<file path="config.mk">
export PLATFORM = sky130hd
export DESIGN_NAME = dmem_arbiter_flat
export DESIGN_NICKNAME = d
export VERILOG_FILES = /design/src/rtl/dmem_arb_pkg.sv /design/src/rtl/dmem_arb_if.sv /design/src/rtl/dmem_arb_rdpipe.sv /design/src/rtl/dmem_arbiter.sv /design/src/flat_wrapper.sv
export SDC_FILE = /design/constraint.sdc
export NUM_CORES = 1
export LEC_CHECK = 0
export ABC_AREA = 1
export CAP_MARGIN = 20
export CORE_AREA = 3 3 92 94
export CTS_CLUSTER_DIAMETER = 150
export DETAILED_ROUTE_END_ITERATION = 6
export DIE_AREA = 0 0 95 97
export GPL_TIMING_DRIVEN = 0
export PLACE_DENSITY = 0.76
export SYNTH_ARGS = -nofsm -noshare
export SYNTH_HDL_FRONTEND = slang
export SYNTH_SLANG_ARGS = --single-unit
</file>
<file path="constraint.sdc">
create_clock -name clock -period 1.9 [get_ports clock]
set_input_delay 0.38 -clock clock [delete_from_list [all_inputs] [get_ports clock]]
set_output_delay 0.38 -clock clock [all_outputs]
set_load 0.01 [all_outputs]
</file>
<file path="src/rtl/dmem_arb_pkg.sv">
// Shared types and constants for the two-port data-memory arbiter.
package dmem_arb_pkg;

  typedef enum logic [1:0] {
    StIdle,
    StOwn0,
    StOwn1
  } arb_state_e;

  localparam logic PORT0 = 1'b0;
  localparam logic PORT1 = 1'b1;

  localparam int unsigned READ_LATENCY_MIN = 1;
  localparam int unsigned READ_LATENCY_MAX = 4;
  localparam int unsigned LOCK_MAX_MIN     = 2;
  localparam int unsigned LOCK_MAX_MAX     = 255;

endpackage

</file>
<file path="src/rtl/dmem_arb_if.sv">
// Requester-side bus of the data-memory arbiter: command, grant and read return.
interface dmem_arb_if #(
  parameter int unsigned ADDR_W = 12,
  parameter int unsigned DATA_W = 32
);
  logic              req;
  logic              lock;
  logic              wren;
  logic [ADDR_W-1:0] addr;
  logic [DATA_W-1:0] wdata;
  logic              gnt;
  logic              rvalid;
  logic [DATA_W-1:0] rdata;

  modport master (
    output req, lock, wren, addr, wdata,
    input  gnt, rvalid, rdata
  );

  modport slave (
    input  req, lock, wren, addr, wdata,
    output gnt, rvalid, rdata
  );
endinterface

</file>
<file path="src/rtl/dmem_arb_rdpipe.sv">
// Valid/port-ID shift register that tracks in-flight reads across the memory latency.
module dmem_arb_rdpipe #(
  parameter int unsigned DEPTH = 1
) (
  input  logic clock,
  input  logic reset,
  input  logic in_valid,
  input  logic in_port,
  output logic out_valid,
  output logic out_port
);

  logic [DEPTH-1:0] valid_q;
  logic [DEPTH-1:0] port_q;

  always_ff @(posedge clock or posedge reset) begin
    if (reset) begin
      valid_q <= '0;
      port_q  <= '0;
    end else begin
      valid_q[0] <= in_valid;
      port_q[0]  <= in_port;
      for (int i = 1; i < DEPTH; i++) begin
        valid_q[i] <= valid_q[i-1];
        port_q[i]  <= port_q[i-1];
      end
    end
  end

  assign out_valid = valid_q[DEPTH-1];
  assign out_port  = port_q[DEPTH-1];

endmodule

</file>
<file path="src/rtl/dmem_arbiter.sv">
// Two-port arbiter for the single-port dmem with burst locking and a lock watchdog.
// Define DMEM_ARB_RR_EN for round-robin arbitration in idle; default is port 0 first.
module dmem_arbiter
  import dmem_arb_pkg::*;
#(
  parameter int unsigned ADDR_W       = 12,
  parameter int unsigned DATA_W       = 32,
  parameter int unsigned READ_LATENCY = 1,
  parameter int unsigned LOCK_MAX     = 16
) (
  input  logic              clock,
  input  logic              reset,
  dmem_arb_if.slave         p0,
  dmem_arb_if.slave         p1,
  output logic [ADDR_W-1:0] mem_address,
  output logic [DATA_W-1:0] mem_data,
  output logic              mem_wren,
  input  logic [DATA_W-1:0] mem_q
);

  arb_state_e state_q, state_d;
  logic [7:0] lock_cnt_q, lock_cnt_d;
  logic [8:0] cnt_inc;
  logic       fpri_q, fpri_d;
  logic       fport_q, fport_d;
  logic       last_q, last_d;

  logic gnt0, gnt1, any_gnt, gport, glock, gwren, owner_req;
  logic rd_valid, rd_port;

  always_comb begin
    gnt0 = 1'b0;
    gnt1 = 1'b0;
    unique case (state_q)
      StOwn0: gnt0 = p0.req;
      StOwn1: gnt1 = p1.req;
      default: begin
        if (p0.req && p1.req) begin
          // A forced release hands the next contested slot to the other port.
          if (fpri_q) begin
            gnt0 = (fport_q == PORT0);
            gnt1 = (fport_q == PORT1);
          end else begin
`ifdef DMEM_ARB_RR_EN
            gnt0 = (last_q == PORT1);
            gnt1 = (last_q == PORT0);
`else
            gnt0 = 1'b1;
`endif
          end
        end else begin
          gnt0 = p0.req;
          gnt1 = p1.req;
        end
      end
    endcase
    if (reset) begin
      gnt0 = 1'b0;
      gnt1 = 1'b0;
    end
  end

  assign any_gnt   = gnt0 | gnt1;
  assign gport     = gnt1 ? PORT1 : PORT0;
  assign glock     = gnt1 ? p1.lock : p0.lock;
  assign gwren     = gnt1 ? p1.wren : p0.wren;
  assign owner_req = (state_q == StOwn1) ? p1.req : p0.req;
  assign cnt_inc   = {1'b0, lock_cnt_q} + 9'd1;

  always_comb begin
    mem_address = '0;
    mem_data    = '0;
    mem_wren    = 1'b0;
    if (gnt0) begin
      mem_address = p0.addr;
      mem_data    = p0.wdata;
      mem_wren    = p0.wren;
    end else if (gnt1) begin
      mem_address = p1.addr;
      mem_data    = p1.wdata;
      mem_wren    = p1.wren;
    end
  end

  always_comb begin
    state_d    = state_q;
    lock_cnt_d = lock_cnt_q;
    fpri_d     = 1'b0;
    fport_d    = fport_q;
    last_d     = any_gnt ? gport : last_q;
    if (state_q != StIdle && !owner_req) begin
      state_d    = StIdle;
      lock_cnt_d = '0;
    end else if (any_gnt) begin
      if (glock) begin
        if (cnt_inc >= 9'(LOCK_MAX)) begin
          state_d    = StIdle;
          lock_cnt_d = '0;
          fpri_d     = 1'b1;
          fport_d    = ~gport;
        end else begin
          state_d    = gport ? StOwn1 : StOwn0;
          lock_cnt_d = cnt_inc[7:0];
        end
      end else begin
        state_d    = StIdle;
        lock_cnt_d = '0;
      end
    end
  end

  always_ff @(posedge clock or posedge reset) begin
    if (reset) begin
      state_q    <= StIdle;
      lock_cnt_q <= '0;
      fpri_q     <= 1'b0;
      fport_q    <= PORT0;
      last_q     <= PORT1;
    end else begin
      state_q    <= state_d;
      lock_cnt_q <= lock_cnt_d;
      fpri_q     <= fpri_d;
      fport_q    <= fport_d;
      last_q     <= last_d;
    end
  end

  dmem_arb_rdpipe #(
    .DEPTH (READ_LATENCY)
  ) u_rdpipe (
    .clock     (clock),
    .reset     (reset),
    .in_valid  (any_gnt & ~gwren),
    .in_port   (gport),
    .out_valid (rd_valid),
    .out_port  (rd_port)
  );

  assign p0.gnt    = gnt0;
  assign p1.gnt    = gnt1;
  assign p0.rvalid = rd_valid && (rd_port == PORT0);
  assign p1.rvalid = rd_valid && (rd_port == PORT1);
  assign p0.rdata  = p0.rvalid ? mem_q : '0;
  assign p1.rdata  = p1.rvalid ? mem_q : '0;

endmodule

</file>
<file path="src/flat_wrapper.sv">
// flat-port wrapper written by rule: the top's interface ports become plain ports
module dmem_arbiter_flat import dmem_arb_pkg::*;
#(
  parameter int unsigned ADDR_W       = 12,
  parameter int unsigned DATA_W       = 32,
  parameter int unsigned READ_LATENCY = 1,
  parameter int unsigned LOCK_MAX     = 16
)
  (clock, reset, mem_address, mem_data, mem_wren, mem_q, p0_req, p0_lock, p0_wren, p0_addr, p0_wdata, p0_gnt, p0_rvalid, p0_rdata, p1_req, p1_lock, p1_wren, p1_addr, p1_wdata, p1_gnt, p1_rvalid, p1_rdata);
  dmem_arb_if #(.ADDR_W(ADDR_W), .DATA_W(DATA_W)) p0_i ();
  dmem_arb_if #(.ADDR_W(ADDR_W), .DATA_W(DATA_W)) p1_i ();
  input  logic clock;
  input  logic reset;
  output logic [ADDR_W-1:0] mem_address;
  output logic [DATA_W-1:0] mem_data;
  output logic mem_wren;
  input  logic [DATA_W-1:0] mem_q;
  input wire logic [$bits(p0_i.req)-1:0] p0_req;
  input wire logic [$bits(p0_i.lock)-1:0] p0_lock;
  input wire logic [$bits(p0_i.wren)-1:0] p0_wren;
  input wire logic [$bits(p0_i.addr)-1:0] p0_addr;
  input wire logic [$bits(p0_i.wdata)-1:0] p0_wdata;
  output wire logic [$bits(p0_i.gnt)-1:0] p0_gnt;
  output wire logic [$bits(p0_i.rvalid)-1:0] p0_rvalid;
  output wire logic [$bits(p0_i.rdata)-1:0] p0_rdata;
  input wire logic [$bits(p1_i.req)-1:0] p1_req;
  input wire logic [$bits(p1_i.lock)-1:0] p1_lock;
  input wire logic [$bits(p1_i.wren)-1:0] p1_wren;
  input wire logic [$bits(p1_i.addr)-1:0] p1_addr;
  input wire logic [$bits(p1_i.wdata)-1:0] p1_wdata;
  output wire logic [$bits(p1_i.gnt)-1:0] p1_gnt;
  output wire logic [$bits(p1_i.rvalid)-1:0] p1_rvalid;
  output wire logic [$bits(p1_i.rdata)-1:0] p1_rdata;
  assign p0_i.req = p0_req;
  assign p0_i.lock = p0_lock;
  assign p0_i.wren = p0_wren;
  assign p0_i.addr = p0_addr;
  assign p0_i.wdata = p0_wdata;
  assign p0_gnt = p0_i.gnt;
  assign p0_rvalid = p0_i.rvalid;
  assign p0_rdata = p0_i.rdata;
  assign p1_i.req = p1_req;
  assign p1_i.lock = p1_lock;
  assign p1_i.wren = p1_wren;
  assign p1_i.addr = p1_addr;
  assign p1_i.wdata = p1_wdata;
  assign p1_gnt = p1_i.gnt;
  assign p1_rvalid = p1_i.rvalid;
  assign p1_rdata = p1_i.rdata;
  dmem_arbiter #(.ADDR_W(ADDR_W), .DATA_W(DATA_W), .READ_LATENCY(READ_LATENCY), .LOCK_MAX(LOCK_MAX)) u_core (.clock(clock), .reset(reset), .p0(p0_i), .p1(p1_i), .mem_address(mem_address), .mem_data(mem_data), .mem_wren(mem_wren), .mem_q(mem_q));
endmodule
</file>
==> metrics, run 1 <==
synth unique cells=22; Row Count=32; initial antenna violation count=0; highest clock rate=424 MHz; deepest clock path buffer count=2; Power, Total=3.97 mW; routability cong.=0.825; worst setup margin=-457 ps; post-route ant nets=0; power density over the cells=851 nW/um^2; Crit Path Class=reg -> out; DR WL/cell=14.4 um; Die H=97 um; number of H-tree levels=1; cell count after synthesis=360; Sink Count=14; DRT iter0 DRCs=70; GRT overflow=0; Final nets=757; Least-Margin Pin Slew=approximately 280 ps; syn_area_per_cell=5.18 um^2; Yosys Warn Count=0; Final TNS setup=-18,910 ps; initial core utilization=24.1%; clk_skew=~4.7 ps; total CTS buffers=3; final hold slack=261 ps; hpwl dp=just over 8 mm; clock-pin slew on the worst setup and hold paths=60 ps; first-pass GRT wire length=15.2 mm; Seq cells post-synth=14; Worst Setup End Kind=output port; pre-CTS setup slack=-1320 ps; DR DRC count=0; area grow syn2layout=150%; clk_lat worst skew=250 ps; commonest non-fill, non-tap cell in the layout=clkdlybuf4s50_1; Final Hold Viols=0; io pins=241; CP Launch Type=register; max_slew headroom=about four fifths; MaxCap Viol Count=0; CP Data Arrival Time=1980 ps; area of the mapped netlist=1860 um^2; Max VDD drop=437 uV; Final Max Slew Viols=0; Leak=about 2.6 nW; violated checks=negative setup slack; fraction of layout cells with a size suffix above 1=27.6%; Mapped Nets=493; largest net degree at the start of global routing=15; CTS Root Cell=clkbuf_8; CTS tree=done; DIE AREA=9220 um^2; count of final setup violators=47; most frequent cells in the layout=126 x clkdlybuf4s50_1, 92 x nand2_1, 78 x nor2_1; Hold Path Class=in -> async; wirelength, routed=roughly 10 mm; post-synthesis sequential area ratio=18.8%; critical path peak fanout=8; All-Layer GR Usage=20.6%; Core Area=7730 um^2; number of port buffers=240; via count=3,214; DRT Pass-1 Iters=4; Req. time, crit path=1520 ps; Final period util=124%; unrepaired setup endpoints after global routing=true; die width=95 um; status=finished, violations left; Inserted Diodes=0; vias per inst=4.43; Tmin final=2360 ps; number of global-route vias before repair=3,209
## registers in the layout (all words and copies together) (netlist names)
register / flops
u_core.lock_cnt_q: 8
u_core.state_q: 2
u_core.fport_q: 1
u_core.fpri_q: 1
u_core.u_rdpipe.out_port: 1
u_core.u_rdpipe.out_valid: 1
## area by class of cell
type                    count  area (um^2)
inverters                  52          209
well taps                 102          128
plain buffers              21          223
flip-flops and latches     14          350
repair buffers            259         2280
fillers                   723         3060
clock buffers               4         55.1
multi-input cells         273         1420
## layer usage
layer / GRT usage (%) / up-vias / part of all wire (%) / wire, um
met5: 0 / - / 0 / 0
met4: 5.77 / 0 / 2.2 / 230
met3: 5.29 / 19 / 10 / 1040
met2: 40.2 / 166 / 52 / 5470
met1: 20.8 / 1417 / 36 / 3720
li1: - / 1612 / - / -
## logic make-up (layout without fill, tap and decap cells)
family	count (synthesis)	after routing	synth area share, %
buffers and inverters	73	336	17.1
adder cells (fa/ha/maj)	5	5	3.36
AND/OR/NAND/NOR	217	217	46.6
AO/OA/AOI/OAI	50	50	13.6
XOR/XNOR	1	1	0.470
flip-flops	14	14	18.8
## worst max-delay path, stage by stage (launching register included)
cell     delay (ps)
dfrtp_1         380
inv_2           100
ha_4            230
inv_4            60
nand4_1         130
nand2_4         180
buf_12          160
buf_8           130
nand2_1          50
o21ai_1         130
buf_2           160
## report_power, final
group | internal, mW | total [mW] | switching (mW) | leakage, nW
Clock | 0.184 | 0.294 | 0.110 | 0.0288
Combinational | 1.52 | 3.26 | 1.74 | 2.34
Sequential | 0.356 | 0.416 | 0.0602 | 0.191
Total | 2.06 | 3.97 | 1.91 | 2.56
## synth_stat cells
| cell type | instances | share of area, % |
|---|---|---|
| nand2_1 | 114 | 23 |
| nor2_1 | 82 | 17 |
| inv_1 | 50 | 10 |
| o21ai_1 | 33 | 8.9 |
| o21ai_0 | 15 | 4.0 |
| dfrtp_1 | 14 | 19 |
| clkbuf_1 | 9 | 1.8 |
| nand3_1 | 9 | 2.4 |
| buf_2 | 5 | 1.3 |
| ha_1 | 5 | 3.4 |
| buf_6 | 4 | 2.4 |
| nand2_2 | 4 | 1.3 |
| nand4_1 | 4 | 1.3 |
| buf_4 | 2 | 0.81 |
| inv_2 | 2 | 0.40 |
| nand2_4 | 2 | 1.2 |
| a21oi_1 | 1 | 0.27 |
| a21oi_2 | 1 | 0.47 |
| clkbuf_2 | 1 | 0.27 |
| nand3_2 | 1 | 0.54 |
| nor3_1 | 1 | 0.27 |
| xor2_1 | 1 | 0.47 |
## through the flow
step / cell area (um^2) / utilization [%] / instances
final: 4660 / 60.3 / 725
after global routing: 4660 / 60.3 / 725
after CTS: 4440 / 57.5 / 718
after detailed placement: 4390 / 56.8 / 702
after global placement: 4390 / 56.8 / 702
after floorplan: 1860 / - / 360
## timing repair
action,4_1_cts,5_1_grt
hold buffers,0,0
pin swaps,6,18
resized for setup,326,112
gates cloned,2,2
buffers inserted,10,6
setup endpoints to repair,120,85
## path summary, 6_finish.rpt
check | start | end | slack [ps] | cells after the start
hold reg to reg | u_core.lock_cnt_q[7] | u_core.lock_cnt_q[7] | 500 | 2
max in group asynchronous | reset | u_core.state_q[1] | 1460 | 3
setup reg to reg | u_core.state_q[0] | u_core.lock_cnt_q[2] | 90 | 11
setup / recovery | u_core.state_q[1] | mem_data[12] | -460 | 10
hold / removal | reset | u_core.fpri_q | 260 | 3
min in group clock | u_core.lock_cnt_q[7] | u_core.lock_cnt_q[7] | 500 | 2
Note: power is estimated with default switching activity, not from simulation.
==> inputs of run 2 (changes only) <==
--- a/config.mk
+++ b/config.mk
@@ -9,10 +9,13 @@
 export CAP_MARGIN = 20
 export CORE_AREA = 3 3 92 94
 export CTS_CLUSTER_DIAMETER = 150
+export CTS_CLUSTER_SIZE = 14
 export DETAILED_ROUTE_END_ITERATION = 6
 export DIE_AREA = 0 0 95 97
 export GPL_TIMING_DRIVEN = 0
-export PLACE_DENSITY = 0.76
+export PLACE_DENSITY = 0.77
+export RECOVER_POWER = 100
 export SYNTH_ARGS = -nofsm -noshare
 export SYNTH_HDL_FRONTEND = slang
+export SYNTH_HIERARCHICAL = 1
 export SYNTH_SLANG_ARGS = --single-unit
==> metrics, run 2 <==
number of port buffers=240; deepest clock path buffer count=2; non-filler cells, final=728; syn_area_per_cell=5.18 um^2; Hold Path Class=in -> async; FFs w/ async S/R, synth=100%; Final TNS setup=-19,530 ps; Power, Total=about 3.7 mW; CTS tree=done; unrepaired setup endpoints after global routing=true; Leak=roughly 2.6 nW; DR WL/cell=14.3 um; clk_skew=roughly 3.3 ps; hpwl dp=between 8 and 9 mm; Seq cells post-synth=14; commonest non-fill, non-tap cell in the layout=clkdlybuf4s50_1; post-synthesis sequential area ratio=18.6%; clock-pin slew on the worst setup and hold paths=~60 ps; clock share of power=6.3%; CP Launch Type=register; Crit Path Class=reg -> out; max reg flops=8; Switching Share=47.9%; Mapped Nets=between 400 and 500; Core Area=7730 um^2; Biggest register=u_core/lock_cnt_q; Worst Setup End Kind=output port; Post-synth EDFFs=0; hold buffer count at cts=0; Max VDD drop=about 420 uV; placed cells=705; die width=95 um; power density over the cells=796 nW/um^2; Psw=1.79 mW; Comb pwr share=82.6%; Tmin final=between 2000 and 2500 ps; post-layout util=60.9%; post-route ant nets=0; Sequential Power Share=about 11%; io pins=241; final hold slack=252 ps; area leader, netlist=nand2_1; worst setup margin=-467 ps; total CTS buffers=3; top_reg_cell synth=dfrtp_1; first-pass GRT wire length=between 15 and 20 mm; CP Data Arrival Time=1990 ps; Yosys Warn Count=6; number of global-route vias before repair=~3,100; status=finished, violations left; wirelength, routed=10.4 mm; initial antenna violation count=0; Inserted Diodes=0; Die H=about 97 um; MaxCap Viol Count=0; DRT iter0 DRCs=137; area share of the largest cell type after synthesis=about 22%; number of H-tree levels=1; DIE AREA=9220 um^2; critical path peak fanout=7; clk_lat worst skew=roughly 240 ps; Req. time, crit path=1520 ps; via count=~3,300; area of the mapped netlist=1880 um^2; violated checks=negative setup slack; Cell Int Power=1.95 mW; count leader, synth=nand2_1; largest registers=u_core/lock_cnt_q (8), u_core/state_q (2); max_slew headroom=53.8%; Final Hold Viols=0; count of final setup violators=47; fraction of layout cells with a size suffix above 1=27.3%; area grow syn2layout=150%; DRT Pass-1 Iters=6; Sink Count=14; All-Layer GR Usage=slightly above 20%; largest net degree at the start of global routing=13; Area contributors post-synth=nand2_1 22%, dfrtp_1 19%, nor2_1 16%, o21ai_0 11%, inv_1 10%; Final nets=between 700 and 800; Row Count=32; DR DRC count=0; GRT overflow=0; Least-Margin Pin Slew=around 690 ps; initial core utilization=24.3%; top post-synthesis cells by count=112 x nand2_1, 82 x nor2_1, 52 x inv_1; routability cong.=0.868; Final Max Slew Viols=0; synth unique cells=24; cell count after synthesis=363; highest clock rate=422 MHz; Final period util=125%; vias per inst=4.51; most frequent cells in the layout=123 x clkdlybuf4s50_1, 96 x nand2_1, 75 x nor2_1; CTS Root Cell=clkbuf_8
run 2: cell count changes after synthesis, moves of 2 or more:
| cell | previous run | this run |
|---|---|---|
| o21ai_1 | 33 | 6 |
| o21ai_0 | 15 | 40 |
| buf_4 | 2 | 5 |
| buf_6 | 4 | 1 |
| a21oi_1 | 1 | 3 |
| inv_1 | 50 | 52 |
| nand2_1 | 114 | 112 |
| nand3_1 | 9 | 11 |
| nand4_1 | 4 | 2 |
run 2: kinds of logic (layout without fill, tap and decap cells):
group | Yosys count | after routing | share of synthesized area, %
adder cells (fa/ha/maj) | 5 | 5 | 3.33
buffers and inverters | 74 | 337 | 16.5
AO/OA/AOI/OAI | 52 | 52 | 14.4
XOR/XNOR | 1 | 1 | 0.466
AND/OR/NAND/NOR | 217 | 217 | 46.7
flip-flops | 14 | 14 | 18.6
run 2: power by group through the flow:
stage          logic (mW)  registers (mW)  clock network [mW]
6_report             3.09           0.416               0.236
3_5_place_dp         2.98           0.417                   0
4_1_cts              2.84           0.416               0.236
3_3_place_gp         2.94           0.415                   0
2_1_floorplan        1.41           0.406                   0
5_1_grt              3.34           0.426               0.253
run 2: timing repair:
item                       4_1_cts  5_1_grt
pin swaps                        3       13
gates cloned                     2        2
setup endpoints to repair      119       86
gates resized for setup        296       92
setup buffers                   12        6
run 2: path summary, 6_finish.rpt:
kind | start | slack [ps] | to | depth (start not counted)
max in group asynchronous | reset | 850 | u_core/lock_cnt_q[3] | 3
min reg2reg | u_core/lock_cnt_q[7] | 490 | u_core/lock_cnt_q[7] | 2
min in group clock | u_core/lock_cnt_q[7] | 490 | u_core/lock_cnt_q[7] | 2
min | reset | 250 | u_core/u_rdpipe/out_valid | 2
max reg2reg | u_core/state_q[1] | 10 | u_core/state_q[0] | 13
max | u_core/state_q[1] | -470 | mem_address[3] | 11
run 2: metrics by stage:
stage,instance area (um^2),worst slack [ps]
floorplan,1990,-27.7
global placement,4520,-1280
detailed placement,4520,-1330
CTS,4510,-430
global route,4710,-562
finish,4710,-467
run 2: area by class of cell:
cell class                 count  area (um^2)
fill                         764         3020
timing repair buffer         260         2290
multi-input combinational    275         1480
sequential                    14          350
inverter                      54          218
buffer                        20          203
tap                          102          128
clock buffer                   3         41.3
run 2: worst max-delay path, cell delays in order (launching register included):
cell	delay (ps)
dfrtp_1	380
inv_2	70
ha_4	280
inv_4	40
nor2_1	110
nor2_1	70
nand2_2	160
buf_12	170
clkbuf_16	160
nand2_4	40
o21ai_2	120
buf_2	150
run 2: routing by layer:
metal / up-vias / part of all wire (%) / wire (um) / GRT usage, %
met4: 0 / 1.2 / 129 / 3.55
met2: 168 / 53 / 5550 / 38.9
met5: - / 0 / 0 / 0
li1: 1625 / - / - / -
met1: 1475 / 36 / 3760 / 21.6
met3: 12 / 9.1 / 946 / 5.05
